==> src/rtl/wb_openram_pkg.sv <==
// Shared types and defaults for the two-master Wishbone / OpenRAM arbiter.
package wb_openram_pkg;

    typedef enum logic [1:0] {
        IDLE = 2'd0,
        REQ  = 2'd1,
        RD   = 2'd2,
        ACK  = 2'd3
    } state_t;

    localparam logic M0 = 1'b0;
    localparam logic M1 = 1'b1;

    localparam int          DEF_ADDR_WIDTH = 32'sd8;
    localparam logic [31:0] DEF_BASE_ADDR  = 32'h3000_0000;

endpackage

==> src/rtl/wb_openram_rr_arb.sv <==
// Two-requester round-robin picker; the pointer only moves when both masters contend.
module wb_openram_rr_arb
    import wb_openram_pkg::*;
(
    input  logic       clk,
    input  logic       rst_n,
    input  logic [1:0] req,
    input  logic       advance,
    output logic [1:0] grant
);

    logic ptr_r;

    // one-hot grant from the request pair and the favoured master
    always_comb begin
        grant = 2'b00;
        case (req)
            2'b01:   grant = 2'b01;
            2'b10:   grant = 2'b10;
            2'b11:   grant = (ptr_r == M1) ? 2'b10 : 2'b01;
            default: grant = 2'b00;
        endcase
    end

    // after a contended grant, favour the master that lost
    always_ff @(posedge clk or negedge rst_n) begin
        if (!rst_n) begin
            ptr_r <= M0;
        end else if (advance && (req == 2'b11)) begin
            ptr_r <= ~ptr_r;
        end
    end

endmodule

==> src/rtl/wb_openram_arbiter.sv <==
// Shares one single-port OpenRAM macro between two classic Wishbone masters.
// Optional macro WB_OPENRAM_ARB_ADDR_CHECK_EN: out-of-window requests get err_o instead of an access.
module wb_openram_arbiter
    import wb_openram_pkg::*;
#(
    parameter int          ADDR_WIDTH = DEF_ADDR_WIDTH,
    parameter logic [31:0] BASE_ADDR  = DEF_BASE_ADDR
) (
    input  logic                  wb_clk_i,
    input  logic                  wb_rst_n_i,
    input  logic                  m0_cyc_i,
    input  logic                  m0_stb_i,
    input  logic                  m0_we_i,
    input  logic [3:0]            m0_sel_i,
    input  logic [31:0]           m0_adr_i,
    input  logic [31:0]           m0_dat_i,
    output logic                  m0_ack_o,
    output logic                  m0_err_o,
    output logic [31:0]           m0_dat_o,
    input  logic                  m1_cyc_i,
    input  logic                  m1_stb_i,
    input  logic                  m1_we_i,
    input  logic [3:0]            m1_sel_i,
    input  logic [31:0]           m1_adr_i,
    input  logic [31:0]           m1_dat_i,
    output logic                  m1_ack_o,
    output logic                  m1_err_o,
    output logic [31:0]           m1_dat_o,
    output logic                  sram_csb0,
    output logic                  sram_web0,
    output logic [3:0]            sram_wmask0,
    output logic [ADDR_WIDTH-1:0] sram_addr0,
    output logic [31:0]           sram_din0,
    input  logic [31:0]           sram_dout0
);

    state_t                  state_r, state_n;
    logic                    gnt_r, gnt_n, we_r, we_n;
    logic                    csb_r, csb_n, web_r, web_n;
    logic [3:0]              wmask_r, wmask_n;
    logic [ADDR_WIDTH-1:0]   addr_r, addr_n;
    logic [31:0]             din_r, din_n;
    logic                    ack0_r, ack0_n, ack1_r, ack1_n;
    logic                    err0_r, err0_n, err1_r, err1_n;
    logic [31:0]             dat0_r, dat0_n, dat1_r, dat1_n;

    logic [1:0]              req_s, grant_s;
    logic                    advance_s, pick_s, pick_we_s, cyc_g_s, addr_ok_s;
    logic [3:0]              pick_sel_s;
    logic [31:0]             pick_adr_s, pick_dat_s;
    logic                    unused_s;

    assign req_s     = {m1_cyc_i & m1_stb_i, m0_cyc_i & m0_stb_i};
    assign advance_s = (state_r == IDLE) && (req_s != 2'b00);

    wb_openram_rr_arb u_rr_arb (
        .clk     (wb_clk_i),
        .rst_n   (wb_rst_n_i),
        .req     (req_s),
        .advance (advance_s),
        .grant   (grant_s)
    );

    assign pick_s     = grant_s[M1];
    assign pick_we_s  = pick_s ? m1_we_i  : m0_we_i;
    assign pick_sel_s = pick_s ? m1_sel_i : m0_sel_i;
    assign pick_adr_s = pick_s ? m1_adr_i : m0_adr_i;
    assign pick_dat_s = pick_s ? m1_dat_i : m0_dat_i;
    assign cyc_g_s    = (gnt_r == M1) ? m1_cyc_i : m0_cyc_i;

`ifdef WB_OPENRAM_ARB_ADDR_CHECK_EN
    assign addr_ok_s = (pick_adr_s[31:ADDR_WIDTH+2] == BASE_ADDR[31:ADDR_WIDTH+2]);
    assign unused_s  = &{1'b0, pick_adr_s[1:0]};
`else
    // upper address bits are don't-care: the window aliases across the bus
    assign addr_ok_s = 1'b1;
    assign unused_s  = &{1'b0, pick_adr_s[1:0], pick_adr_s[31:ADDR_WIDTH+2], BASE_ADDR};
`endif

    // next-state and next-output logic for the access sequencer
    always_comb begin
        state_n = state_r;
        gnt_n   = gnt_r;
        we_n    = we_r;
        csb_n   = 1'b1;
        web_n   = 1'b1;
        wmask_n = wmask_r;
        addr_n  = addr_r;
        din_n   = din_r;
        ack0_n  = 1'b0;
        ack1_n  = 1'b0;
        err0_n  = 1'b0;
        err1_n  = 1'b0;
        dat0_n  = dat0_r;
        dat1_n  = dat1_r;
        case (state_r)
            IDLE: begin
                if (req_s != 2'b00) begin
                    gnt_n = pick_s;
                    we_n  = pick_we_s;
                    if (addr_ok_s) begin
                        csb_n   = 1'b0;
                        web_n   = ~pick_we_s;
                        wmask_n = pick_we_s ? pick_sel_s : 4'b0000;
                        addr_n  = pick_adr_s[ADDR_WIDTH+1:2];
                        din_n   = pick_dat_s;
                        state_n = REQ;
                    end else begin
                        err0_n  = (pick_s == M0);
                        err1_n  = (pick_s == M1);
                        state_n = ACK;
                    end
                end else begin
                    state_n = IDLE;
                end
            end
            REQ: begin
                // the macro has already latched the access; an abort only drops the ack
                if (!cyc_g_s) begin
                    state_n = IDLE;
                end else if (we_r) begin
                    ack0_n  = (gnt_r == M0);
                    ack1_n  = (gnt_r == M1);
                    state_n = ACK;
                end else begin
                    state_n = RD;
                end
            end
            RD: begin
                if (!cyc_g_s) begin
                    state_n = IDLE;
                end else begin
                    if (gnt_r == M1) begin
                        dat1_n = sram_dout0;
                    end else begin
                        dat0_n = sram_dout0;
                    end
                    ack0_n  = (gnt_r == M0);
                    ack1_n  = (gnt_r == M1);
                    state_n = ACK;
                end
            end
            ACK: begin
                state_n = IDLE;
            end
            default: begin
                state_n = IDLE;
            end
        endcase
    end

    // state and output registers; csb0 releases asynchronously on reset
    always_ff @(posedge wb_clk_i or negedge wb_rst_n_i) begin
        if (!wb_rst_n_i) begin
            state_r <= IDLE;
            gnt_r   <= M0;
            we_r    <= 1'b0;
            csb_r   <= 1'b1;
            web_r   <= 1'b1;
            wmask_r <= 4'b0000;
            addr_r  <= '0;
            din_r   <= 32'h0000_0000;
            ack0_r  <= 1'b0;
            ack1_r  <= 1'b0;
            err0_r  <= 1'b0;
            err1_r  <= 1'b0;
            dat0_r  <= 32'h0000_0000;
            dat1_r  <= 32'h0000_0000;
        end else begin
            state_r <= state_n;
            gnt_r   <= gnt_n;
            we_r    <= we_n;
            csb_r   <= csb_n;
            web_r   <= web_n;
            wmask_r <= wmask_n;
            addr_r  <= addr_n;
            din_r   <= din_n;
            ack0_r  <= ack0_n;
            ack1_r  <= ack1_n;
            err0_r  <= err0_n;
            err1_r  <= err1_n;
            dat0_r  <= dat0_n;
            dat1_r  <= dat1_n;
        end
    end

    assign sram_csb0   = csb_r;
    assign sram_web0   = web_r;
    assign sram_wmask0 = wmask_r;
    assign sram_addr0  = addr_r;
    assign sram_din0   = din_r;
    assign m0_ack_o    = ack0_r;
    assign m1_ack_o    = ack1_r;
    assign m0_err_o    = err0_r;
    assign m1_err_o    = err1_r;
    assign m0_dat_o    = dat0_r;
    assign m1_dat_o    = dat1_r;

endmodule

==> config.mk <==
export PLATFORM = sky130hd
export DESIGN_NAME = wb_openram_arbiter
export DESIGN_NICKNAME = d
export VERILOG_FILES = /design/src/rtl/wb_openram_pkg.sv /design/src/rtl/wb_openram_rr_arb.sv /design/src/rtl/wb_openram_arbiter.sv
export SDC_FILE = /design/constraint.sdc
export NUM_CORES = 1
export LEC_CHECK = 0
export ABC_AREA = 0
export BUFFER_PORTS_ARGS = -buffer_cell sky130_fd_sc_hd__buf_2
export CAP_MARGIN = 40
export CORE_MARGIN = 3
export CORE_UTILIZATION = 40
export DETAILED_ROUTE_END_ITERATION = 16
export GPL_TIMING_DRIVEN = 0
export MAX_ROUTING_LAYER = met4
export PLACE_DENSITY = 0.77
export SLEW_MARGIN = 20
export SYNTH_ARGS = -nofsm -noshare
export SYNTH_HDL_FRONTEND = slang
export SYNTH_SLANG_ARGS = --single-unit
==> constraint.sdc <==
create_clock -name wb_clk_i -period 1.75 [get_ports wb_clk_i]
set_clock_uncertainty 0.2 [all_clocks]
set_input_delay 0.0875 -clock wb_clk_i [delete_from_list [all_inputs] [get_ports wb_clk_i]]
set_output_delay 0.0875 -clock wb_clk_i [all_outputs]
set_load 0.03 [all_outputs]
==> results_dict.tcl <==
set metrics [dict create \
    ios 290 \
    path_class "reg -> reg" \
    finalCriticalPeriod_ns 1.704 \
    clockBufferDepth 2 \
    antenna_found_initial 1 \
    peakVddDrop_mv 0.6988 \
    syn2layout_area_growth_pct 67.21 \
    clock-sinks 117 \
    clk_latency_ns 0.41 \
    clkTransAtPathRegs_ns 0.06 \
    violations "hold timing" \
    r2r_end "sram_din0[15]" \
    first_global_vias 5869 \
    drt_pass1_iterations 9 \
    hold_viol 9 \
    post_drt_wl_per_cell_um 18.64 \
    drive_above_1_share 0.4524 \
    grt_pass1_wl_um 30060 \
    gp_congestion 0.8146 \
    tritoncts "yes" \
    crit_arrival_ns 1.83 \
    grt_remaining_overflow 0 \
    hp-class "in -> async" \
    synthCells 436 \
    slew_viol_final 0 \
    setup_viol 0 \
    crit_path_start_kind "register" \
    avgSynthCellArea_um2 11.70 \
    fin_crit_sh 0.9735 \
    grt_max_degree 67 \
    grtUsageTotal 0.2753 \
    final.setup.tns_ns 0 \
    final_area_mm2 0.008529 \
    final_nets 1007 \
    r2r_slack_ns 0.05 \
    startpoint "u_rr_arb.ptr_r" \
    start_util 0.4160 \
    yosys_warnings 0 \
    die-area_mm2 0.01414 \
    max_stage_delay_ns 0.40 \
    synth_edf_count 0 \
    cpMaxStageDelayCell "dfrtp_1" \
    postPlaceCellArea_mm2 0.006545 \
    num_vias 5465 \
    synth_top_area_share 0.5641 \
    utilization 0.6956 \
    ys_seq_area_frac 0.5744 \
    num_rows 40 \
    cts_buffers 17 \
    cp_max_fo 10 \
    stdcell_count 1010 \
    drc 0 \
    synth.area.top_cells "dfrtp_1, mux2_2, a31oi_1" \
    viasPerCell 5.411 \
    reg2reg_depth 5 \
    synth_seq_cells 117 \
    synthFlopType "dfrtp_1" \
    placedCellCount 845 \
    die_y_um 118.9 \
    die_w_um 118.9 \
    drtIter0Drc 460 \
    path_cells "and3b_1 > clkbuf_2 > clkbuf_4 > o21ai_0 > a31oi_1" \
    async_reset_ff_frac 1.000 \
    p_leak_nw 4.163 \
    timing.hold.ws_ns -0.01531 \
    antenna_left 0 \
    fmax_mhz 587.0 \
    power_per_cell_area_mw_per_mm2 1549 \
    portBuffers 239 \
    ys_types 34 \
    cts-htree-levels 4 \
    synth.largest_area_cell "dfrtp_1" \
    coreArea_mm2 0.01226 \
    cts_root_buf "clkbuf_16" \
    worstPathRequired_ns 1.88 \
    outcome "finished, violations left" \
    syn_area_mm2 0.005101 \
    routed_wl_um 18830 \
    rsz0062_at_grt "yes" \
    drv_cap 0 \
    timing.rr.start "u_rr_arb.ptr_r" \
    dp_hpwl_um 11220 \
    endpoint_kind "register" \
]
==> how the worst max path moves through the flow <==
stage / end / cells past startpoint
floorplan: m1_dat_o[10] / 5
global placement: sram_din0[4] / 1
detailed placement: sram_din0[30] / 6
CTS: m1_dat_o[26] / 5
global route: sram_wmask0[3] / 4
finish: sram_din0[15] / 5
==> sequential cells by signal, indices dropped and copies added (netlist names) <==
signal	count
m1_dat_o	32
sram_web0	1
u_rr_arb.ptr_r	1
m0_ack_o	1
sram_csb0	1
sram_addr0	8
m1_ack_o	1
m0_dat_o	32
gnt_r	1
state_r	2
sram_wmask0	4
sram_din0	32
we_r	1
==> per-stage QoR <==
stage / setup slack [ns] / hold WS [ns] / power [mW]
floorplan: 0.07113 / -0.4081 / 7.640
global placement: -0.9194 / 0.1123 / 9.190
detailed placement: -0.2358 / -0.1319 / 9.382
CTS: 0.01325 / 0.002675 / 13.07
global route: -0.03649 / 0.04153 / 13.81
finish: 0.04634 / -0.01531 / 13.21
==> synth_stat cells (all sizes together) (2+ instances only) <==
master / n
and2: 3
nand3: 42
mux2: 64
a31oi: 40
a22o: 2
o21ai: 42
inv: 7
clkbuf: 12
a21oi: 42
dfrtp: 115
buf: 29
nor2: 4
nand2: 4
ha: 4
o221ai: 4
nand4: 9
dfstp: 2
==> cell usage in the layout, fill, tap and decap left out, drive strengths merged, types with 2 or more instances in the layout <==
master,instances
buf,271
dlygate4sd3,128
dfrtp,115
mux2,64
a21oi,42
nand3,42
o21ai,42
a31oi,40
clkbuf,31
inv,10
nand4,9
clkinv,6
nor2,4
o221ai,4
nand2,4
ha,4
and2,3
clkinvlp,3
diode,2
a22o,2
conb,2
bufinv,2
dfstp,2
==> timing repair <==
action                                  in CTS  in global routing
pin swaps                                    0                  2
buffers inserted                             4                  0
endpoints found under the setup margin      71                 82
hold buffers                               128                  0
endpoints found under the hold margin      233                  0
gates resized for setup                     10                 32
==> where the power goes <==
group	internal [mW]	switching (mW)
combinational	1.89	3.60
sequential	3.73	0.614
clock	2.11	1.27
==> per-layer routing <==
| layer | track usage | routed length, um | up-vias |
|---|---|---|---|
| met5 | - | 0 | - |
| met4 | 0.1521 | 890 | 0 |
| met3 | 0.06553 | 1454 | 89 |
| met2 | 0.4497 | 9432 | 369 |
| met1 | 0.3128 | 7052 | 2605 |
| li1 | - | - | 2402 |
==> logic make-up after synthesis <==
group	synth area share
flops	0.5744
xor+xnor	0.001717
other cells	0.0007351
compound gates	0.1479
fa+ha+maj	0.009812
mux	0.1413
buf+inv	0.05470
simple gates	0.06941
==> critical path, delay by kind of cell, from the launching register on <==
kind / cells / cell delay (ns)
buffers and inverters: 2 / 0.45
flip-flops: 1 / 0.40
AO/OA/AOI/OAI: 2 / 0.35
AND/OR/NAND/NOR: 1 / 0.21
==> area by class of cell <==
cell class	instances	area (um^2)
fillers	808	3732
flip-flops and latches	117	2932
repair buffers	372	2541
multi-input cells	272	1933
clock buffers	18	429.2
plain buffers	40	299.0
well taps	168	210.2
clock inverters	14	153.9
inverters	7	26.28
diodes	2	5.005
No activity file was read; power rests on OpenSTA's default activity.
